[src/rtl/fetch_stage.sv]
// Instruction-fetch stage: PA-RISC PC queue (pc, npc) driving instruction memory,
// plus the IF/ID register with stall, delayed-branch redirect and nullification.
module fetch_stage #(
    parameter int                 PC_W     = 32,
    parameter int                 INSTR_W  = 32,
    parameter logic [PC_W-1:0]    RESET_PC = '0,
    parameter logic [INSTR_W-1:0] NOP_WORD = '0
) (
    input  logic               clk,
    input  logic               reset,
    input  logic               LE,
    input  logic               TA,
    input  logic [PC_W-1:0]    TA_target,
    input  logic               NULLIFY,
    output logic [PC_W-1:0]    imem_addr,
    input  logic [INSTR_W-1:0] imem_data,
    output logic [PC_W-1:0]    pc,
    output logic [PC_W-1:0]    npc,
    output logic [INSTR_W-1:0] ifid_instr,
    output logic [PC_W-1:0]    ifid_pc,
    output logic               ifid_valid
);
    localparam logic [PC_W-1:0] PC_STEP = PC_W'(4);

    logic [PC_W-1:0] npc_next;

    // Taken branch redirects npc only; pc still takes npc so the delay slot runs first.
    always_comb begin
        npc_next = npc + PC_STEP;
        if (TA)
            npc_next = {TA_target[PC_W-1:2], 2'b00};
    end

    assign imem_addr = pc;

    always_ff @(posedge clk) begin
        if (reset) begin
            pc         <= RESET_PC;
            npc        <= RESET_PC + PC_STEP;
            ifid_instr <= NOP_WORD;
            ifid_pc    <= '0;
            ifid_valid <= 1'b0;
        end else if (LE) begin
            pc         <= npc;
            npc        <= npc_next;
            ifid_pc    <= pc;
            ifid_instr <= NULLIFY ? NOP_WORD : imem_data;
            ifid_valid <= ~NULLIFY;
        end
    end
endmodule

[config.mk]
export PLATFORM = sky130hd
export DESIGN_NAME = fetch_stage
export DESIGN_NICKNAME = d
export VERILOG_FILES = /design/src/rtl/fetch_stage.sv
export SDC_FILE = /design/constraint.sdc
export NUM_CORES = 1
export LEC_CHECK = 0
export CAP_MARGIN = 20
export CORE_MARGIN = 2
export CORE_UTILIZATION = 30
export DETAILED_ROUTE_END_ITERATION = 8
export GPL_ROUTABILITY_DRIVEN = 0
export PLACE_DENSITY = 0.65
export SYNTH_ARGS = -nofsm -noshare
export SYNTH_HDL_FRONTEND = slang
export SYNTH_SLANG_ARGS = --single-unit
[constraint.sdc]
create_clock -name clk -period 1.9 [get_ports clk]
set_input_delay 0.285 -clock clk [delete_from_list [all_inputs] [get_ports clk]]
set_output_delay 0.285 -clock clk [all_outputs]
set_load 0.01 [all_outputs]
## Yosys cells after proc, flatten, opt, wreduce, memory -nomap -nowiden

Cells that the tools add are included.

| operators by class | value |
|---|---|
| mux-type cells | 2 |
| add/subtract/negate cells | 1 |
| bitwise gates (word level) | 1 |

Operators with widths:

| operator | number |
|---|---|
| 32-bit 2-to-1 mux | 2 |
| 32-bit by 3-bit adder with 32-bit output, second input constant | 1 |
| 1-bit NOT | 1 |

| word-level totals | value |
|---|---|
| word-level logic and storage cells | 9 |
| bits of input ports | 69 |
| flip-flop bits (word level) | 129 |
| output and inout port bits | 161 |

## Logic depth before layout (Yosys ltp)

Gate-level depths: netlist (run 1).

| depth | value |
|---|---|
| word-level depth | 2 |
| mapped depth | 7 |
| gate-level depth less buffers | 6 |

## Least setup slack after synthesis (run 1)

No wires, ideal clock.

| timing | value |
|---|---|
| path kind | reg2reg |
| start | register npc[2] |
| end | register npc[22] |
| data arrival time | 1.778 ns |
| period minus slack after synthesis | 1.849 ns |
| buffers on the path | 1 |
| path slack | 0.051 ns |
| stages on the path, launching flop included | 8 |
| setup time | 0.070 ns |
| cell sequence | dfxtp_1 > ha_1 > and3_1 > buf_2 > nand4_2 > or4_1 > a21oi_1 > o21bai_1 |

| on the way | value |
|---|---|
| cells in the longest elaborated chain, start to end | 2 |

Ends and longest elaborated chain:

| item | line | RTL |
|---|---|---|
| start, declared | 18 | `output logic [PC_W-1:0] npc,` |
| start signal, assigned | 39 | `npc <= RESET_PC + PC_STEP;` |
| start signal, assigned | 45 | `npc <= npc_next;` |
| 32-bit by 3-bit adder with 32-bit output | 29 | `npc_next = npc + PC_STEP;` |
| 32-bit 2-to-1 mux | 30 | `if (TA)` |

No other way between the ends.
A chain may end at the register's enable or synchronous reset.

## Worst setup path in the final report (run 1)

| timing | value |
|---|---|
| start | register npc[6] |
| end | output npc[6] |

No word-level cell between the ends.

==> flow_metrics.env, run 1 <==
export IMPL_power_switching_mw=1.67
export IMPL_grt_start_max_net_pins=61
export IMPL_holdPathEnd="npc[10]"
export IMPL_io_pins=230
export IMPL_cts_buffers=17
export IMPL_fmax_mhz=563
export IMPL_start_util_pct=30.5
export IMPL_powerDensity_mw_per_mm2=799
export IMPL_slew_viol_final=0
export IMPL_ys_warn_count=0
export IMPL_viasPerCell=4.85
export IMPL_p_int_mw=5.08
export IMPL_antenna_cells=0
export IMPL_clk_pin_slew_worst_paths_ps=60
export IMPL_grt_first_pass_wirelength_um=26800
export IMPL_r2r_end="npc[22]"
export IMPL_clock_path_buffers=2
export IMPL_final_nets=894
export IMPL_crit_path_max_fanout=6
export IMPL_clkPwrFrac_pct=45.4
export IMPL_drt_total_wl_um=16800
export IMPL_die_y_um=139
export IMPL_cp_required_ps=1620
export IMPL_worst_setup_path_type="register to output port"
export IMPL_busiest_layer="met2"
export IMPL_antenna_left=0
export IMPL_cp_arrival_ps=1490
export IMPL_skew_ps=9.13
export IMPL_hold_depth=2
export IMPL_timing_final_crit_period_ps=1780
export IMPL_cap_violations=0
export IMPL_drt_iter0_markers=308
export IMPL_rows=49
export IMPL_clk_latency_ps=410
export IMPL_use_met2_pct=28.0
export IMPL_crit_chain="buf_4, clkdlybuf4s50_1"
export IMPL_end_kind="output port"
export IMPL_n_fill_cell=1750
export IMPL_worstSetupStartpointType="register"
export IMPL_finalCritPeriodShare_pct=93.5
export IMPL_syn_area_per_cell_um2=8.91
export IMPL_synth_most_common_cell="dfxtp_1"
export IMPL_post_cts_setup_buffers=0
export IMPL_max_stage_delay_ps=550
export IMPL_cts_root_buf="clkbuf_16"
export IMPL_core_mm2=0.0179
export IMPL_finalPower_mw=6.75
export IMPL_timing_setup_tns_ps=0
export IMPL_hold_buffers=0
export IMPL_wl_per_cell_um=15.8
export IMPL_hpwl_um=11900
export IMPL_slew_headroom_pct=57.3
export IMPL_ctsHtreeMaxLevel=4
export IMPL_yosysSeqAreaShare_pct=45.2
export IMPL_synth_edf_count=0
export IMPL_p_leak_nw=3.29
export IMPL_drc_errors=0
export IMPL_synth_seq_cells=123
export IMPL_r2r_slack_ps=130
export IMPL_crit_slowest_cell="clkdlybuf4s50_1"
export IMPL_grt_total_usage_pct=17.1
export IMPL_antenna_found_initial=0
export IMPL_area_growth_pct=55.0
export IMPL_worst_slew_pin_slew_ps=640
export IMPL_synth_top_area_cell="dfxtp_1"
export IMPL_yosys_area_top_type_share_pct=45.2
export IMPL_r2r_start="npc[2]"
export IMPL_hold_path_class="primary input to register"
export IMPL_final_layout_size_suffix_gt1_share_pct=11.1
export IMPL_worst_hold_slack_ps=215
export IMPL_hold_violations=0
export IMPL_grt_ovfl_total=0
export IMPL_dieWidth_um=139
export IMPL_cts_tree="yes"
export IMPL_worstHoldStart="reset"
export IMPL_power_frac_seq_pct=40.7
export IMPL_first_global_vias=5060
export IMPL_grt_util_met3_pct=7.01
export IMPL_ys_flop_type="dfxtp_1"
export IMPL_met1_usage_pct=20.8
export IMPL_ff2ff_path_depth=6
export IMPL_synth_cell_type_count=53
export IMPL_combPwrFrac_pct=13.9
export IMPL_rsz0062_at_grt="no"
export IMPL_synthCells=612
export IMPL_utilization_pct=47.2
export IMPL_p_sw_share_pct=24.7
export IMPL_clock_sinks=123
export IMPL_status="finished clean"
export IMPL_setup_viol=0
export IMPL_yosys_top_cells_area="dfxtp_1, mux2i_1, nor2_1"
export IMPL_vdd_drop_max_v=0.000588
export IMPL_synth_async_reset_ratio_pct=0
export IMPL_vias=5165
export IMPL_die_area_mm2=0.0193
export IMPL_portBuffers=219
export IMPL_synthTopCellsByCount="dfxtp_1, nor2_1, mux2i_1"
export IMPL_syn_cell_area_mm2=0.00545
export IMPL_drt_first_pass_iters=4
==> cells in the final DEF, fill, tap and decap left out, types with 11 or more instances in the layout <==
cell,count
nor2_1,115
buf_4,50
nand3_1,12
dfxtp_1,123
a21oi_1,15
a22oi_1,42
nand2_1,36
nor3_1,11
clkbuf_16,17
mux2i_1,68
o21ai_0,15
clkdlybuf4s50_1,217
==> worst max-delay path, delay by kind of cell (launching register included) <==
family   cells  cell delay (ps)
buf+inv      2              720
flops        1              360
==> timing repair <==
item	4_1_cts	5_1_grt
hold endpoints to repair	0	0
endpoints found under the setup margin	0	4
gates resized for setup	0	2
==> cell type report <==
type                            instances  area, µm²  area share [%]
Clock buffer                           22        474            5.61
Clock inverter                         10       92.6            1.10
Multi-Input combinational cell        407       2510            29.7
Inverter                                5       18.8           0.222
Tap cell                              229        287            3.39
Sequential cell                       123       2460            29.1
Timing Repair Buffer                  270       2610            30.8
==> through the flow <==
stage / setup WS (ps) / instances / cell area (µm²)
global route: 15.3 / 1066 / 8450
finish: 123 / 1066 / 8450
floorplan: 51.4 / 619 / 5480
detailed placement: 8.49 / 1034 / 7890
CTS: 75.1 / 1066 / 8450
global placement: 51.4 / 1034 / 7890
==> state kept, by name (all words and copies together), names as in the netlist <==
signal	flops
ifid_instr	32
ifid_pc	30
imem_addr	30
npc	30
ifid_valid	1
==> cell families after synthesis <==
logic type | after synthesis | synth area share [%]
buf+inv | 89 | 9.34
other cells | 1 | 0.0688
flops | 123 | 45.2
mux | 69 | 12.7
simple gates | 216 | 18.1
fa+ha+maj | 1 | 0.229
compound gates | 113 | 14.4
==> power by group through the flow <==
| stage | logic [mW] | clock network, mW | registers (mW) |
|---|---|---|---|
| 3_5_place_dp | 0.944 | 0 | 2.80 |
| 3_3_place_gp | 0.937 | 0 | 2.80 |
| 5_1_grt | 1.02 | 3.25 | 2.76 |
| 2_1_floorplan | 0.377 | 0 | 2.86 |
| 6_report | 0.939 | 3.07 | 2.75 |
| 4_1_cts | 0.948 | 3.14 | 2.75 |
==> metal layers <==
layer / wire (µm) / part of all wire, % / vias up
li1: - / - / 2554
met5: 0 / 0 / -
met1: 7310 / 43 / 2422
met3: 1420 / 8.4 / 12
met2: 7920 / 47 / 177
met4: 164 / 0.98 / 0
==> worst max-delay path by stage <==
stage            from       to  slack (ps)  depth (start not counted)
2_1_floorplan  npc[2]  npc[22]          50                          7
3_3_place_gp       TA  npc[17]          50                          7
3_5_place_dp       TA  npc[17]           8                          7
4_1_cts        npc[3]  npc[22]          80                          6
5_1_grt        npc[3]  npc[22]          20                          6
6_report       npc[6]   npc[6]         120                          2
(Power assumes the default switching activity.)
==> inputs of run 2 (changes only) <==
Clock period 1.9 ns to 1.5 ns, I/O delays scaled along.
==> flow_metrics.env, run 2 (same netlist as run 1, synthesis figures left out) <==
export IMPL_slew_viol_final=0
export IMPL_powerDensity_mw_per_mm2=963
export IMPL_timing_setup_tns_ps=-677
export IMPL_core_mm2=0.0179
export IMPL_hold_buffers=0
export IMPL_wl_met2_um=8720
export IMPL_layout_commonest_cell="dlygate4sd2_1"
export IMPL_layout_common_cells="dlygate4sd2_1, nor2_1, dfxtp_1"
export IMPL_cts_tree="yes"
export IMPL_setup_viol=15
export IMPL_cts_buffers=17
export IMPL_end_kind="register"
export IMPL_finalCritPeriodShare_pct=107
export IMPL_drc_errors=0
export IMPL_first_global_vias=5310
export IMPL_fmax_mhz=624
export IMPL_clock_sinks=123
export IMPL_grt_start_max_net_pins=77
export IMPL_crit_path_max_fanout=3
export IMPL_final_layout_size_suffix_gt1_share_pct=23.4
export IMPL_final_cell_area_mm2=0.00917
export IMPL_grt_first_pass_wirelength_um=28200
export IMPL_max_stage_delay_ps=360
export IMPL_cp_arrival_ps=1890
export IMPL_drt_total_wl_um=18100
export IMPL_cts_root_buf="clkbuf_16"
export IMPL_grt_total_usage_pct=18.3
export IMPL_clock_path_buffers=2
export IMPL_hold_path_class="primary input to register"
export IMPL_largest_register_ffs=32
export IMPL_drt_first_pass_iters=4
export IMPL_cp_required_ps=1780
export IMPL_ctsHtreeMaxLevel=4
export IMPL_rsz0062_at_grt="yes"
export IMPL_worst_setup_path_type="register to register"
export IMPL_portBuffers=219
export IMPL_top_register="ifid_instr"
export IMPL_met3WireLength_um=1590
export IMPL_place_area_mm2=0.00831
export IMPL_hold_violations=0
export IMPL_antenna_left=0
export IMPL_start_util_pct=30.5
export IMPL_viasPerCell=4.93
export IMPL_die_area_mm2=0.0193
export IMPL_dieWidth_um=139
export IMPL_antenna_cells=0
export IMPL_final_nets=940
export IMPL_p_leak_nw=4.50
export IMPL_clk_latency_ps=410
export IMPL_antenna_found_initial=0
export IMPL_finalPower_mw=8.83
export IMPL_area_growth_pct=68.1
export IMPL_hpwl_um=12300
export IMPL_vdd_drop_max_v=0.000776
export IMPL_io_pins=230
export IMPL_met1Wirelength_um=7490
export IMPL_skew_ps=5.55
export IMPL_clk_pin_slew_worst_paths_ps=50
export IMPL_wl_per_cell_um=16.2
export IMPL_grt_ovfl_total=0
export IMPL_drt_iter0_markers=238
export IMPL_cap_violations=0
export IMPL_crit_slowest_cell="dfxtp_4"
export IMPL_violations="negative setup slack"
export IMPL_vias=5485
export IMPL_worst_hold_slack_ps=67.3
export IMPL_rows=49
export IMPL_timing_final_crit_period_ps=1600
export IMPL_highest_layer="met4"
export IMPL_utilization_pct=51.2
export IMPL_die_y_um=139
export IMPL_crit_chain="buf_4, and4_4, nand2_8, nor4_4, mux2i_1, o22ai_1"
export IMPL_fin_ws_ps=-101
export IMPL_worstSetupStartpointType="register"
export IMPL_status="complete, but fails checks"
run 2: changes by cell type in the layout (fill, tap and decap cells not counted), sizes merged, moves of 3 or more:
cell and change:
clkdlybuf4s15 +3, inv +3, clkinvlp -3, clkdlybuf4s50 -153, dlygate4sd2 +149, buf +47
run 2: per-stage QoR:
stage	cells	setup slack (ps)
global placement	1067	-192
detailed placement	1067	-221
floorplan	619	-118
finish	1112	-101
global route	1112	-160
CTS	1103	-76.9
run 2: critical path, delay by kind of cell, from the launching register on:
| kind | cells | cell delay, ps |
|---|---|---|
| AND/OR/NAND/NOR | 3 | 680 |
| multiplexers | 1 | 230 |
| flip-flops | 1 | 360 |
| AO/OA/AOI/OAI | 1 | 90 |
| buffers and inverters | 1 | 110 |
run 2: cell type report:
type / instances / area, µm²
clock inverter: 12 / 144
multi-input combinational: 407 / 2880
inverter: 5 / 18.8
sequential: 123 / 2510
timing repair buffer: 316 / 2880
clock buffer: 20 / 447
tap: 229 / 287
fill: 1686 / 8740
run 2: final timing paths:
path,start,to,slack [ps],cells past startpoint
max,npc[3],npc[21],-100,6
min reg2reg,ifid_valid,ifid_valid,470,2
max reg2reg,npc[3],npc[21],-100,6
min,reset,npc[6],70,2
run 2: timing repair:
item                                    CTS  global route
resized for setup                       210            37
hold endpoints to repair                  0             0
buffers inserted                          4            10
pin swaps                                24            23
endpoints found under the setup margin  174            24
run 2: per-layer routing:
| metal | track usage [%] | up-vias |
|---|---|---|
| li1 | - | 2649 |
| met1 | 21.6 | 2605 |
| met2 | 30.0 | 209 |
| met3 | 7.60 | 22 |
| met4 | 6.11 | 0 |
| met5 | 0 | - |
run 2: power breakdown:
group	total (mW)	internal (mW)	switching, mW
Combinational	1.20	0.613	0.585
Sequential	3.48	3.39	0.0916
Clock	4.15	2.64	1.50
==> inputs of run 3 (changes only) <==
Settings changed: GPL_ROUTABILITY_DRIVEN 0 to 1.
==> results of run 3 <==
Same layout as run 2: the final DEF is identical, and so are final timing and power.
